--- src/rtl/ws2812_pkg.sv ---
`default_nettype none
// ============================================================================
// Module   : ws2812_pkg
// Purpose  : WS2812 line timing at 20 MHz and the receive decoder state type.
// Revision : 1.0
// ============================================================================
package ws2812_pkg;

    localparam int T0H   = 8;
    localparam int T1H   = 16;
    localparam int T_BIT = 25;

    typedef enum logic [1:0] {
        RESYNC = 2'd0,
        IDLE   = 2'd1,
        HIGH   = 2'd2
    } rx_state_e;

endpackage
`default_nettype wire

--- src/rtl/ws2812_rx_sync_2ff.sv ---
`default_nettype none
// ============================================================================
// Module   : sync_2ff
// Purpose  : Generic 1-bit double-flop synchroniser for an asynchronous input.
// Revision : 1.0
// ============================================================================
module sync_2ff (
    input  logic clk,
    input  logic rst,
    input  logic i_d,
    output logic o_q
);

    logic meta_q;
    logic sync_q;

    always_ff @(posedge clk or posedge rst) begin
        if (rst) begin
            meta_q <= 1'b0;
            sync_q <= 1'b0;
        end else begin
            meta_q <= i_d;
            sync_q <= meta_q;
        end
    end

    assign o_q = sync_q;

endmodule
`default_nettype wire

--- src/rtl/ws2812_rx.sv ---
`default_nettype none
// ============================================================================
// Module   : ws2812_rx
// Purpose  : Decodes one WS2812 line into 24-bit pixels, frame ends and errors.
// Revision : 1.0
// ============================================================================
module ws2812_rx
    import ws2812_pkg::*;
#(
    parameter int T_BIT_THRESH = 12,
    parameter int T_HIGH_MIN   = 3,
    parameter int T_HIGH_MAX   = 22,
    parameter int T_RESET      = 1000,
    parameter int MAX_PIXELS   = 512
) (
    input  logic                              clk,
    input  logic                              reset,
    input  logic                              sdi,
    input  logic                              err_clear,
    output logic [23:0]                       pixel_data,
    output logic                              pixel_valid,
    output logic                              frame_end,
    output logic [$clog2(MAX_PIXELS+1)-1:0]   pixel_count,
    output logic                              err_glitch,
    output logic                              err_long,
    output logic                              err_partial
);

    localparam int LW = $clog2(T_RESET + 1);
    localparam int WW = $clog2(T_HIGH_MAX + 2);
    localparam int CW = $clog2(MAX_PIXELS + 1);

    localparam logic [LW-1:0] C_LOW_ONE  = LW'(1);
    localparam logic [LW-1:0] C_LOW_MAX  = LW'(T_RESET);
    localparam logic [LW-1:0] C_LOW_LAST = LW'(T_RESET - 1);
    localparam logic [WW-1:0] C_W_ONE    = WW'(1);
    localparam logic [WW-1:0] C_W_MIN    = WW'(T_HIGH_MIN);
    localparam logic [WW-1:0] C_W_MAX    = WW'(T_HIGH_MAX);
    localparam logic [WW-1:0] C_W_THR    = WW'(T_BIT_THRESH);
    localparam logic [CW-1:0] C_CNT_ONE  = CW'(1);
    localparam logic [CW-1:0] C_CNT_MAX  = CW'(MAX_PIXELS);
    localparam logic [4:0]    C_IDX_LAST = 5'd23;

    logic sdi_s;
    logic rise;
    logic bit_val;
    logic glitch_ev, long_ev, partial_ev;

    rx_state_e state_q, state_d;
    logic [LW-1:0] low_q, low_d;
    logic [WW-1:0] width_q, width_d;
    logic [4:0]    bit_idx_q, bit_idx_d;
    logic [22:0]   shift_q, shift_d;
    logic          sdi_q;
    logic [23:0]   pixel_data_q, pixel_data_d;
    logic          pixel_valid_q, pixel_valid_d;
    logic          frame_end_q, frame_end_d;
    logic [CW-1:0] pixel_count_q, pixel_count_d;
    logic          err_glitch_q, err_glitch_d;
    logic          err_long_q, err_long_d;
    logic          err_partial_q, err_partial_d;

    sync_2ff u_sync (
        .clk (clk),
        .rst (reset),
        .i_d (sdi),
        .o_q (sdi_s)
    );

    assign rise    = sdi_s & ~sdi_q;
    assign bit_val = (width_q >= C_W_THR);

    always_comb begin
        state_d       = state_q;
        low_d         = low_q;
        width_d       = width_q;
        bit_idx_d     = bit_idx_q;
        shift_d       = shift_q;
        pixel_data_d  = pixel_data_q;
        pixel_valid_d = 1'b0;
        frame_end_d   = 1'b0;
        pixel_count_d = pixel_count_q;
        glitch_ev     = 1'b0;
        long_ev       = 1'b0;
        partial_ev    = 1'b0;

        case (state_q)
            RESYNC: begin
                bit_idx_d = '0;
                if (sdi_s) begin
                    low_d = '0;
                end else if (low_q >= C_LOW_LAST) begin
                    low_d         = C_LOW_MAX;
                    state_d       = IDLE;
                    frame_end_d   = 1'b1;
                    pixel_count_d = '0;
                end else begin
                    low_d = low_q + C_LOW_ONE;
                end
            end
            IDLE: begin
                if (rise) begin
                    width_d = C_W_ONE;
                    state_d = HIGH;
                end else if (low_q != C_LOW_MAX) begin
                    // Counter parks at T_RESET so frame_end fires once per gap.
                    low_d = low_q + C_LOW_ONE;
                    if (low_q == C_LOW_LAST) begin
                        frame_end_d   = 1'b1;
                        pixel_count_d = '0;
                        bit_idx_d     = '0;
                        partial_ev    = (bit_idx_q != 5'd0);
                    end
                end
            end
            HIGH: begin
                // sdi_q is always 1 while in HIGH, so a low sdi_s is the falling edge.
                if (sdi_s) begin
                    if (width_q >= C_W_MAX) begin
                        long_ev   = 1'b1;
                        state_d   = RESYNC;
                        low_d     = '0;
                        bit_idx_d = '0;
                    end else begin
                        width_d = width_q + C_W_ONE;
                    end
                end else begin
                    low_d = C_LOW_ONE;
                    if (width_q < C_W_MIN) begin
                        glitch_ev = 1'b1;
                        state_d   = RESYNC;
                        bit_idx_d = '0;
                    end else begin
                        state_d = IDLE;
                        shift_d = {shift_q[21:0], bit_val};
                        if (bit_idx_q == C_IDX_LAST) begin
                            pixel_data_d  = {shift_q, bit_val};
                            pixel_valid_d = 1'b1;
                            bit_idx_d     = '0;
                            if (pixel_count_q != C_CNT_MAX) begin
                                pixel_count_d = pixel_count_q + C_CNT_ONE;
                            end
                        end else begin
                            bit_idx_d = bit_idx_q + 5'd1;
                        end
                    end
                end
            end
            default: state_d = RESYNC;
        endcase

        // A new error in the same cycle as err_clear stays set.
        err_glitch_d  = (err_glitch_q  & ~err_clear) | glitch_ev;
        err_long_d    = (err_long_q    & ~err_clear) | long_ev;
        err_partial_d = (err_partial_q & ~err_clear) | partial_ev;
    end

    always_ff @(posedge clk or posedge reset) begin
        if (reset) begin
            state_q       <= RESYNC;
            low_q         <= '0;
            width_q       <= '0;
            bit_idx_q     <= '0;
            shift_q       <= '0;
            sdi_q         <= 1'b0;
            pixel_data_q  <= '0;
            pixel_valid_q <= 1'b0;
            frame_end_q   <= 1'b0;
            pixel_count_q <= '0;
            err_glitch_q  <= 1'b0;
            err_long_q    <= 1'b0;
            err_partial_q <= 1'b0;
        end else begin
            state_q       <= state_d;
            low_q         <= low_d;
            width_q       <= width_d;
            bit_idx_q     <= bit_idx_d;
            shift_q       <= shift_d;
            sdi_q         <= sdi_s;
            pixel_data_q  <= pixel_data_d;
            pixel_valid_q <= pixel_valid_d;
            frame_end_q   <= frame_end_d;
            pixel_count_q <= pixel_count_d;
            err_glitch_q  <= err_glitch_d;
            err_long_q    <= err_long_d;
            err_partial_q <= err_partial_d;
        end
    end

    assign pixel_data  = pixel_data_q;
    assign pixel_valid = pixel_valid_q;
    assign frame_end   = frame_end_q;
    assign pixel_count = pixel_count_q;
    assign err_glitch  = err_glitch_q;
    assign err_long    = err_long_q;
    assign err_partial = err_partial_q;

endmodule
`default_nettype wire

--- config.mk ---
export PLATFORM = sky130hd
export DESIGN_NAME = ws2812_rx
export DESIGN_NICKNAME = d
export VERILOG_FILES = /design/src/rtl/ws2812_pkg.sv /design/src/rtl/ws2812_rx_sync_2ff.sv /design/src/rtl/ws2812_rx.sv
export SDC_FILE = /design/constraint.sdc
export NUM_CORES = 1
export LEC_CHECK = 0
export ABC_AREA = 1
export CORE_ASPECT_RATIO = 0.8
export CORE_MARGIN = 2
export CORE_UTILIZATION = 61
export DETAILED_ROUTE_END_ITERATION = 16
export GPL_ROUTABILITY_DRIVEN = 0
export GPL_TIMING_DRIVEN = 0
export PLACE_DENSITY = 0.84
export SYNTH_ARGS = -nofsm -noshare
export SYNTH_HDL_FRONTEND = slang
export SYNTH_SLANG_ARGS = --single-unit
export TNS_END_PERCENT = 5
--- constraint.sdc ---
create_clock -name clk -period 4.4 [get_ports clk]
set_input_delay 0.66 -clock clk [delete_from_list [all_inputs] [get_ports clk]]
set_output_delay 0.66 -clock clk [all_outputs]
set_load 0.01 [all_outputs]
==> key figures, run 1 <==
Run status
  • Outcome: completed

STA
  • Max frequency: 0.469 GHz
  • Clock skew: ~0.0076 ns
  • Minimum clock period after layout: ~2.1 ns
  • Worst hold slack: 0.355 ns
  • Worst slew pin tran: ~0.5 ns
  • Final hold violation count: 0
  • Worst rel slew slack: 0.662
  • Setup TNS Final: 0 ns
  • RSZ-0062 raised after global routing: false
  • Max Slew Vio Count: 0
  • Final period util: 0.484
  • # setup viols final: 0

Job
  • Max-cap violations: 0

Floorplan
  • Die area: approximately 8000 um^2
  • Die H: around 80 um
  • CORE AREA: a little under 7000 um^2
  • Initial Util: 0.634
  • Die width: about 99 um
  • I/O Pins: 43
  • Row cnt: 27

Synthesis
  • Post-synthesis simple-gate area fraction: 0.272
  • Main combinational cell family by area after synthesis: simple AND/OR/NAND/NOR gates
  • Compound-cell area share of the yosys netlist: 0.0894
  • Post-synthesis cell type count: 32
  • Mapped Cells: 548
  • Synth area leader: dfrtp_1
  • Yosys reg bits: 87
  • Synth Net Count: approximately 560
  • Adder-cell share of the synthesized area: 0.0344
  • Synth top area share: 0.499
  • Register area share after synthesis: 0.499
  • Synth area leaders: dfrtp_1 50%, nand2_1 14%, o21ai_0 7.4%
  • YS warnings: 0
  • Xor and xnor area share after synthesis: 0.0140
  • Mux contribution to synthesized area: 0
  • Mapped Area: 4370 um^2
  • Mean Syn Cell Area: 7.97 um^2

Clock tree
  • Max clock buf depth: 2
  • CTS buffer count: 9
  • Clock transition at the registers of the reported paths: 0.09 ns
  • Deepest level of the CTS H-tree: 3
  • Post CTS Setup Buffer Count: 0
  • Worst-skew pair later-pin latency: about 0.36 ns
  • CTS sink count: 87
  • CTS tree: done
  • CTS Root Cell: clkbuf_8
  • CTS resizes: 0
  • Post-CTS Hold Fix Bufs: 0

Pwr
  • NetSw: 0.318 mW
  • Sequential share of power: 0.580
  • Cell Int Power: 1.07 mW
  • Maximum vdd drop: 0.000198 V
  • Power share of the combinational group: 0.023
  • Clock share of power: 0.398
  • Leak: 2.39 nW
  • PwrDens: roughly 270 nW/um^2
  • Net Sw Frac: 0.228

Drt
  • Met2 wire length: 4290 um
  • Met3 wire length: 633 um
  • Highest Signal Layer: met4
  • DR DRC count: 0
  • DR vias: roughly 3800
  • Post-DR wirelength/cell: 13.7 um
  • Detailed-router iteration count before antenna repair: 5
  • DRT met1 WL: between 4000 and 5000 um
  • Detail Route Antenna Nets: 0
  • Final WL: around 9500 um
  • Vias per inst: roughly 5.4
  • Drt initial violations: 247

Placed design
  • IO buf count: 42
  • Dpl hpwl: 6750 um

Final layout
  • Footprint of the multi-input gates: 1790 um^2
  • Area occupied by registers: 2180 um^2
  • Area growth syn-to-layout: 17.2%
  • Ant. Diodes: 0
  • # fillers: 526
  • Final #Nets: 618
  • Share of layout cells above drive strength 1: 0.0792

Worst setup path
  • CP bufs+invs: 1
  • Critical-path cell with the highest stage delay: clkdlybuf4s50_1
  • Setup crit end kind: primary output
  • CP delay by family, top: buffers and inverters
  • R2R setup slack: approximately 2.4 ns
  • Critical-path cell list: clkdlybuf4s50_1
  • Startpoint Class: register
  • CP Class: reg -> out
  • WP data arrival: 1.47 ns
  • Worst Path Max Fanout: 9
  • Worst EP required: roughly 3.7 ns
  • CP peak stage delay: 0.60 ns

Global routing
  • GRT Util Overall: 0.267
  • Largest net degree at the start of global routing: 62
  • Total grt overflow: 0
  • First-pass GRT wire length: 16800 um
  • Vias in the first global route: 3514
  • Antenna violations before repair: 0

Hold path
  • Hold crit path type: reg -> reg
==> final timing paths <==
kind,from,end,depth (start not counted)
max in group asynchronous,reset,pixel_count[0]$_DFFE_PP0P_,3
min,u_sync.meta_q$_DFF_PP0_,u_sync.o_q$_DFF_PP0_,0
min reg2reg,u_sync.meta_q$_DFF_PP0_,u_sync.o_q$_DFF_PP0_,0
min in group asynchronous,reset,low_q[0]$_DFFE_PP0P_,2
max reg2reg,state_q[0]$_DFFE_PP0P_,low_q[0]$_DFFE_PP0P_,9
max,pixel_count[0]$_DFFE_PP0P_,pixel_count[0],1
==> logic make-up after synthesis <==
logic type                 Yosys count
buffers and inverters               96
adders and majority gates           12
AOI/OAI and AO/OA                   77
DFF                                 87
and+or+nand+nor                    269
xor gates and xnor gates             7
==> cell usage after synthesis <==
library cell	instances
clkinv_1	1
nand2_1	159
nand3_1	23
o21ai_0	65
nand2_2	5
nor3_2	1
nor4_1	1
nor2_2	4
a21oi_1	6
nor2_4	1
nand3b_1	1
inv_2	4
nor3b_1	3
dfrtp_1	87
nor2_1	38
o21ai_1	3
o31ai_1	1
nand3_4	1
o22ai_1	2
clkbuf_2	1
ha_1	12
buf_6	2
xor2_1	5
clkbuf_1	5
inv_1	72
buf_2	7
nor4b_1	1
xnor2_1	2
nor3_1	4
nand3_2	1
nand4_1	26
buf_4	4
==> sequential cells by signal, summed over array words and instances (netlist names) <==
name	count
pixel_data	24
shift_q	23
low_q	10
pixel_count	10
bit_idx_q	5
width_q	5
state_q	2
err_glitch	1
err_long	1
err_partial	1
frame_end	1
pixel_valid	1
sdi_q	1
u_sync.meta_q	1
u_sync.o_q	1
==> power by group through the flow <==
stage	logic, mW	registers [mW]	clock network (mW)
after global placement	0.0288	0.822	0
final	0.0316	0.806	0.553
after detailed placement	0.0331	0.822	0
after global routing	0.0376	0.807	0.599
after CTS	0.0331	0.806	0.567
after floorplan	0.0196	0.821	0
==> area by class of cell <==
cell class / count / share of cell area
Clock inverter: 6 / 0.0132
Tap cell: 87 / 0.0213
Timing Repair Buffer: 43 / 0.0875
Inverter: 77 / 0.0570
Sequential cell: 87 / 0.425
Buffer: 19 / 0.0218
Multi-Input combinational cell: 365 / 0.350
Clock buffer: 9 / 0.0242
==> through the flow <==
step	util	area, um^2	total power [mW]	worst slack (ns)	instances
finish	0.743	5120	1.39	2.27	693
global route	0.743	5120	1.44	2.18	693
CTS	0.743	5120	1.41	2.26	693
detailed placement	0.715	4930	0.855	2.43	678
global placement	0.710	4900	0.851	0.185	677
floorplan	-	4370	0.841	1.49	548
==> placed cells by master (no fill, tap or decap), drive strengths merged <==
cell type	count
bufinv	1
o31ai	1
clkbuf	15
clkdlybuf4s50	42
nand3b	1
xnor2	2
buf	14
inv	78
nor2	43
xor2	5
nor3b	3
ha	12
nand3	25
nor3	5
dfrtp	87
o22ai	2
o21ai	68
clkinv	2
a21oi	6
clkinvlp	2
nand4	26
nand2	164
nor4b	1
nor4	1
==> metal layers <==
metal | vias up | global-route usage
met4 | 0 | 0.0808
met5 | - | 0
met2 | 137 | 0.417
li1 | 1852 | -
met1 | 1760 | 0.383
met3 | 12 | 0.0534
(Power assumes the default switching activity.)
==> run 2: changes to the inputs <==
--- a/config.mk
+++ b/config.mk
@@ -8,11 +8,11 @@
 export ABC_AREA = 1
 export CORE_ASPECT_RATIO = 0.8
 export CORE_MARGIN = 2
-export CORE_UTILIZATION = 61
+export CORE_UTILIZATION = 52
 export DETAILED_ROUTE_END_ITERATION = 16
 export GPL_ROUTABILITY_DRIVEN = 0
 export GPL_TIMING_DRIVEN = 0
-export PLACE_DENSITY = 0.84
+export PLACE_DENSITY = 0.77
 export SYNTH_ARGS = -nofsm -noshare
 export SYNTH_HDL_FRONTEND = slang
 export SYNTH_SLANG_ARGS = --single-unit
==> constraint.sdc (replaced) <==
create_clock -name clk -period 1.95 [get_ports clk]
set_input_delay 0.2925 -clock clk [delete_from_list [all_inputs] [get_ports clk]]
set_output_delay 0.2925 -clock clk [all_outputs]
set_load 0.01 [all_outputs]
==> run 2 against run 1 <==
Non-clock buffer count is 5 higher. Hold slack worse by 0.040 ns. Worst setup slack got worse by 2.1 ns. Global-route usage down 5.1 points. Register-to-register slack worse by 2.3 ns. Clock-buffer cell count is the same. Largest power group unchanged.
==> key figures, run 2 (synthesis results as in run 1) <==
Run status
  • Outcome: completed

Final layout
  • # fillers: 685
  • Ant. Diodes: 0
  • Commonest non-fill, non-tap cell in the layout: nand2_1
  • Share of layout cells above drive strength 1: 0.0982
  • Commonest non-fill, non-tap cells in the layout: 157 x nand2_1, 86 x dfrtp_1, 71 x inv_1, 64 x o21ai_0, 42 x clkdlybuf4s50_1
  • Area growth syn-to-layout: 19.9%
  • Final #Nets: slightly above 600
  • Max reg flops: 24

Worst setup path
  • CP endpoint: pixel_data[6]$_DFFE_PP0P_
  • Worst Path Max Fanout: 10
  • CP Class: reg -> reg
  • Setup crit end kind: register
  • R2R setup slack: 0.13 ns
  • Worst EP required: 2.17 ns
  • Reg-to-Reg Start: bit_idx_q[1]$_DFFE_PP0P_
  • Startpoint Class: register
  • Worst R2R Path Depth: 8
  • R2r endpoint: pixel_data[6]$_DFFE_PP0P_
  • WP data arrival: 2.04 ns
  • Crit path from: bit_idx_q[1]$_DFFE_PP0P_

STA
  • Max frequency: 0.549 GHz
  • Worst rel slew slack: 0.667
  • Clock skew: 0.00723 ns
  • Minimum clock period after layout: ~1.8 ns
  • Max Slew Vio Count: 0
  • Worst slew pin tran: 0.499 ns
  • Final hold violation count: 0
  • # setup viols final: 0
  • Final period util: 0.933
  • RSZ-0062 raised after global routing: true
  • Worst setup margin: 0.130 ns

Clock tree
  • Post-CTS Hold Fix Bufs: 0
  • Deepest level of the CTS H-tree: 3
  • CTS sink count: 87
  • CTS buffer count: 9
  • CTS Root Cell: clkbuf_8
  • CTS tree: done
  • Max clock buf depth: 2
  • Worst-skew pair later-pin latency: 0.35 ns
  • Clock transition at the registers of the reported paths: 0.09 ns

Pwr
  • Maximum vdd drop: around 0.00047 V
  • PnR Total Power: 3.15 mW
  • NetSw: 0.722 mW
  • PwrDens: 602 nW/um^2
  • Leak: between 2 and 2.5 nW
  • Cell Int Power: 2.43 mW
  • Sequential share of power: 0.577
  • Net Sw Frac: 0.229
  • Power share of the combinational group: 0.026
  • Clock share of power: 0.397

Placed design
  • IO buf count: 42
  • Pre-CTS setup slack: -0.0628 ns
  • Dpl hpwl: around 6600 um

Floorplan
  • Die area: around 9200 um^2
  • Row cnt: 29
  • CORE AREA: between 8000 and 9000 um^2
  • I/O Pins: 43
  • Die width: 106 um
  • Die H: 86.0 um
  • Initial Util: 0.542

Job
  • Max-cap violations: 0

Drt
  • Post-DR wirelength/cell: 12.8 um
  • Drt initial violations: approximately 150
  • Detail Route Antenna Nets: 0
  • DR vias: 3635
  • Final WL: slightly above 9000 um
  • DR DRC count: 0
  • Detailed-router iteration count before antenna repair: 4
  • Vias per inst: between 5 and 6

Global routing
  • GRT Util Overall: 0.216
  • Largest net degree at the start of global routing: 44
  • Vias in the first global route: 3515
  • First-pass GRT wire length: 16100 um
  • Antenna violations before repair: 0
  • Total grt overflow: 0

Hold path
  • Hold crit path type: in -> async
-- run 2: final cells by class --
cell class                 count  area (um^2)  share of cell area
inverter                      77          293              0.0559
tap                          108          135              0.0258
clock buffer                   9          124              0.0237
timing repair buffer          48          490              0.0937
buffer                        19          126              0.0241
multi-input combinational    365         1820               0.348
clock inverter                 6         67.6              0.0129
sequential                    87         2180               0.416
-- run 2: routing by layer --
metal | up-vias | wire length (um) | track usage
li1 | 1855 | - | -
met4 | 0 | 54 | 0.0614
met1 | 1707 | 4550 | 0.311
met3 | 4 | 369 | 0.0433
met2 | 69 | 4250 | 0.337
met5 | - | 0 | 0
-- run 2: worst max-delay path: stages, from the launching register on --
cell and delay, ns:
dfrtp_1 0.40, ha_1 0.19, nand2_1 0.16, nor3_4 0.24, nand4_1 0.15, clkbuf_4 0.22, buf_4 0.19, nand2_1 0.06
o21ai_0 0.08
-- run 2: how the worst min path moves through the flow --
stage / startpoint / slack [ns] / depth (start not counted) / end
2_1_floorplan: sdi / 0.32 / 0 / u_sync.meta_q$_DFF_PP0_
3_3_place_gp: u_sync.meta_q$_DFF_PP0_ / 0.34 / 0 / u_sync.o_q$_DFF_PP0_
3_5_place_dp: u_sync.meta_q$_DFF_PP0_ / 0.34 / 0 / u_sync.o_q$_DFF_PP0_
4_1_cts: reset / 0.32 / 2 / pixel_data[0]$_DFFE_PP0P_
5_1_grt: reset / 0.35 / 2 / pixel_data[2]$_DFFE_PP0P_
6_report: reset / 0.31 / 2 / pixel_data[0]$_DFFE_PP0P_
-- run 2: what timing repair did --
item | CTS | global route
buffers inserted | 0 | 4
resized for setup | 1 | 17
pin swaps | 0 | 3
setup endpoints to repair | 13 | 49
-- run 2: per-stage QoR --
stage               hold slack [ns]  std cells  cell area [um^2]  setup TNS, ns  utilization
global placement              0.336        698              4930         -24.63        0.612
floorplan                     0.324        548              4370              0            -
finish                        0.314        719              5240              0        0.650
global route                  0.346        719              5240         -0.339        0.650
CTS                           0.317        715              5160              0        0.641
detailed placement            0.339        700              4970         -0.213        0.616
-- run 2: power by group through the flow --
| stage | Sequential (mW) | Combinational (mW) | Clock (mW) |
|---|---|---|---|
| after floorplan | 1.85 | 0.0448 | 0 |
| after global placement | 1.86 | 0.0657 | 0 |
| after detailed placement | 1.86 | 0.0779 | 0 |
| after CTS | 1.82 | 0.0782 | 1.29 |
| after global routing | 1.82 | 0.0964 | 1.35 |
| final | 1.82 | 0.0816 | 1.25 |
==> run 3: changes to the inputs <==
--- a/config.mk
+++ b/config.mk
@@ -6,7 +6,6 @@
 export NUM_CORES = 1
 export LEC_CHECK = 0
 export ABC_AREA = 1
-export CORE_ASPECT_RATIO = 0.8
 export CORE_MARGIN = 2
 export CORE_UTILIZATION = 52
 export DETAILED_ROUTE_END_ITERATION = 16
@@ -16,4 +15,3 @@
 export SYNTH_ARGS = -nofsm -noshare
 export SYNTH_HDL_FRONTEND = slang
 export SYNTH_SLANG_ARGS = --single-unit
-export TNS_END_PERCENT = 5
==> run 3 against run 2 <==
First-iteration DRC count is 74% higher. Maximum frequency is 0.59% higher. Hold slack worse by 0.067 ns. Routed wire length is 3.8% higher. Sequential share of layout area is 0.35 points lower. Design area is 0.84% higher. Clock-buffer cell count stayed put. Critical endpoint is now pixel_count[3]$_DFFE_PP0P_. Core utilization is 0.42 points lower. Cell count stayed put. Global-route usage is 0.87 points higher. Die area hardly changed.
==> key figures, run 3 (synthesis results as in run 1) <==
Global routing
  • GRT Util Overall: 0.225
  • Total grt overflow: 0
  • Vias in the first global route: 3519
  • First-pass GRT wire length: 16000 um
  • Antenna violations before repair: 0
  • Largest net degree at the start of global routing: 44

Worst setup path
  • Worst R2R Path Depth: 11
  • CP peak stage delay: 0.43 ns
  • Worst EP required: about 2.2 ns
  • Crit path depth: 11
  • Setup crit end kind: register
  • CP bufs+invs: 1
  • CP delay by family, top: simple AND/OR/NAND/NOR gates
  • CP Class: reg -> reg
  • Critical-path cell with the highest stage delay: dfrtp_2
  • Critical-path cell list: ha_1 -> nand2_1 -> nor2_2 -> nand3_2 -> nand2_2 -> nand2_2 -> nor2_2 -> buf_6 -> nand3_2 -> nand2_1 -> nand2_1
  • Cell mode on critical path: nand2_1
  • WP data arrival: 2.07 ns
  • Startpoint Class: register
  • Worst Path Max Fanout: 6

Final layout
  • Share of layout cells above drive strength 1: 0.104
  • Non-Filler Instances: 719
  • Commonest non-fill, non-tap cells in the layout: 157 x nand2_1, 86 x dfrtp_1, 71 x inv_1, 64 x o21ai_0, 42 x clkdlybuf4s50_1
  • Max reg flops: 24
  • Area growth syn-to-layout: 20.9%
  • Final #Nets: 625
  • Ant. Diodes: 0
  • Fin area: 5280 um^2
  • Commonest non-fill, non-tap cell in the layout: nand2_1
  • # fillers: approximately 680

Placed design
  • IO buf count: 42
  • Dpl hpwl: 6550 um
  • Placed Area: 4960 um^2
  • Pre-CTS setup slack: -0.0928 ns
  • Cells after DPL: ~700

Clock tree
  • CTS sink count: between 80 and 90
  • Deepest level of the CTS H-tree: 3
  • Clock transition at the registers of the reported paths: 0.09 ns
  • Max clock buf depth: 2
  • CTS Root Cell: clkbuf_8
  • CTS buffer count: 9
  • Worst-skew pair later-pin latency: 0.36 ns
  • CTS tree: done

Floorplan
  • Initial Util: 0.534
  • Die width: 95.6 um
  • Die area: 9150 um^2
  • I/O Pins: 43
  • Die H: 95.6 um
  • CORE AREA: a little over 8000 um^2
  • Row cnt: 33

Drt
  • DR vias: ~3800
  • Final WL: 9570 um
  • Drt initial violations: 259
  • DR DRC count: 0
  • Post-DR wirelength/cell: ~13 um
  • Vias per inst: 5.22
  • Detail Route Antenna Nets: 0
  • Detailed-router iteration count before antenna repair: 5

STA
  • Worst rel slew slack: 0.664
  • Worst slew pin tran: slightly below 0.5 ns
  • Final period util: 0.928
  • # setup viols final: 0
  • Max Slew Vio Count: 0
  • Max frequency: 0.553 GHz
  • Final hold violation count: 0
  • Clock skew: around 0.0053 ns
  • Minimum clock period after layout: 1.81 ns
  • Worst setup margin: 0.140 ns
  • Worst hold slack: 0.248 ns

Run status
  • Outcome: completed

Hold path
  • Hold crit path type: in -> async

Pwr
  • PnR Total Power: 3.35 mW
  • Maximum vdd drop: 0.000376 V
  • PwrDens: around 640 nW/um^2
  • Leak: 2.43 nW

Job
  • Max-cap violations: 0
## run 3: per-layer routing
layer,routed length (um),vias to the layer above,global-route usage
met3,413,8,0.0522
met4,86,0,0.0679
met2,4710,95,0.358
li1,-,1872,-
met5,0,-,0
met1,4370,1778,0.308
## run 3: worst reg2reg max path, cell delays in order (launching register included)
cell and delay [ns]:
dfrtp_2 0.43, ha_1 0.18, nand2_1 0.13, nor2_2 0.17, nand3_2 0.10, nand2_2 0.09, nand2_2 0.05, nor2_2 0.15
buf_6 0.14, nand3_2 0.13, nand2_1 0.09, nand2_1 0.05
## run 3: layout make-up
type,count,area [um^2],area share
tap,105,131,0.0249
clock inverter,7,104,0.0197
sequential,87,2180,0.413
timing repair buffer,49,498,0.0943
multi-input combinational,366,1830,0.346
buffer,19,124,0.0235
inverter,77,293,0.0555
clock buffer,9,124,0.0235
## run 3: what timing repair did
action                     4_1_cts  5_1_grt
buffers inserted                 0        5
gates cloned                     0        1
setup endpoints to repair       14       50
gates resized for setup          2       14
pin swaps                        0        1
hold buffers                     0        0
## run 3: where the power goes
part           leakage [nW]  switching (mW)  internal [mW]
Clock                 0.114           0.705          0.742
Sequential             1.21         0.00864           1.81
Combinational          1.11          0.0578         0.0304
## run 3: path summary, 6_finish.rpt
check | slack [ns] | startpoint | end
max in group asynchronous | 1.18 | reset | width_q[4]$_DFFE_PP0P_
setup reg to reg | 0.14 | low_q[0]$_DFFE_PP0P_ | pixel_count[3]$_DFFE_PP0P_
min in group clk | 0.36 | sdi | u_sync.meta_q$_DFF_PP0_
hold / removal | 0.25 | reset | pixel_data[1]$_DFFE_PP0P_
hold reg to reg | 0.36 | u_sync.meta_q$_DFF_PP0_ | u_sync.o_q$_DFF_PP0_
setup / recovery | 0.14 | low_q[0]$_DFFE_PP0P_ | pixel_count[3]$_DFFE_PP0P_
## run 3: stage by stage
step,setup TNS (ns),utilization
2_1_floorplan,0,-
3_3_place_gp,-27.13,0.602
3_5_place_dp,-0.361,0.607
4_1_cts,0,0.636
5_1_grt,-0.0644,0.646
6_report,0,0.646
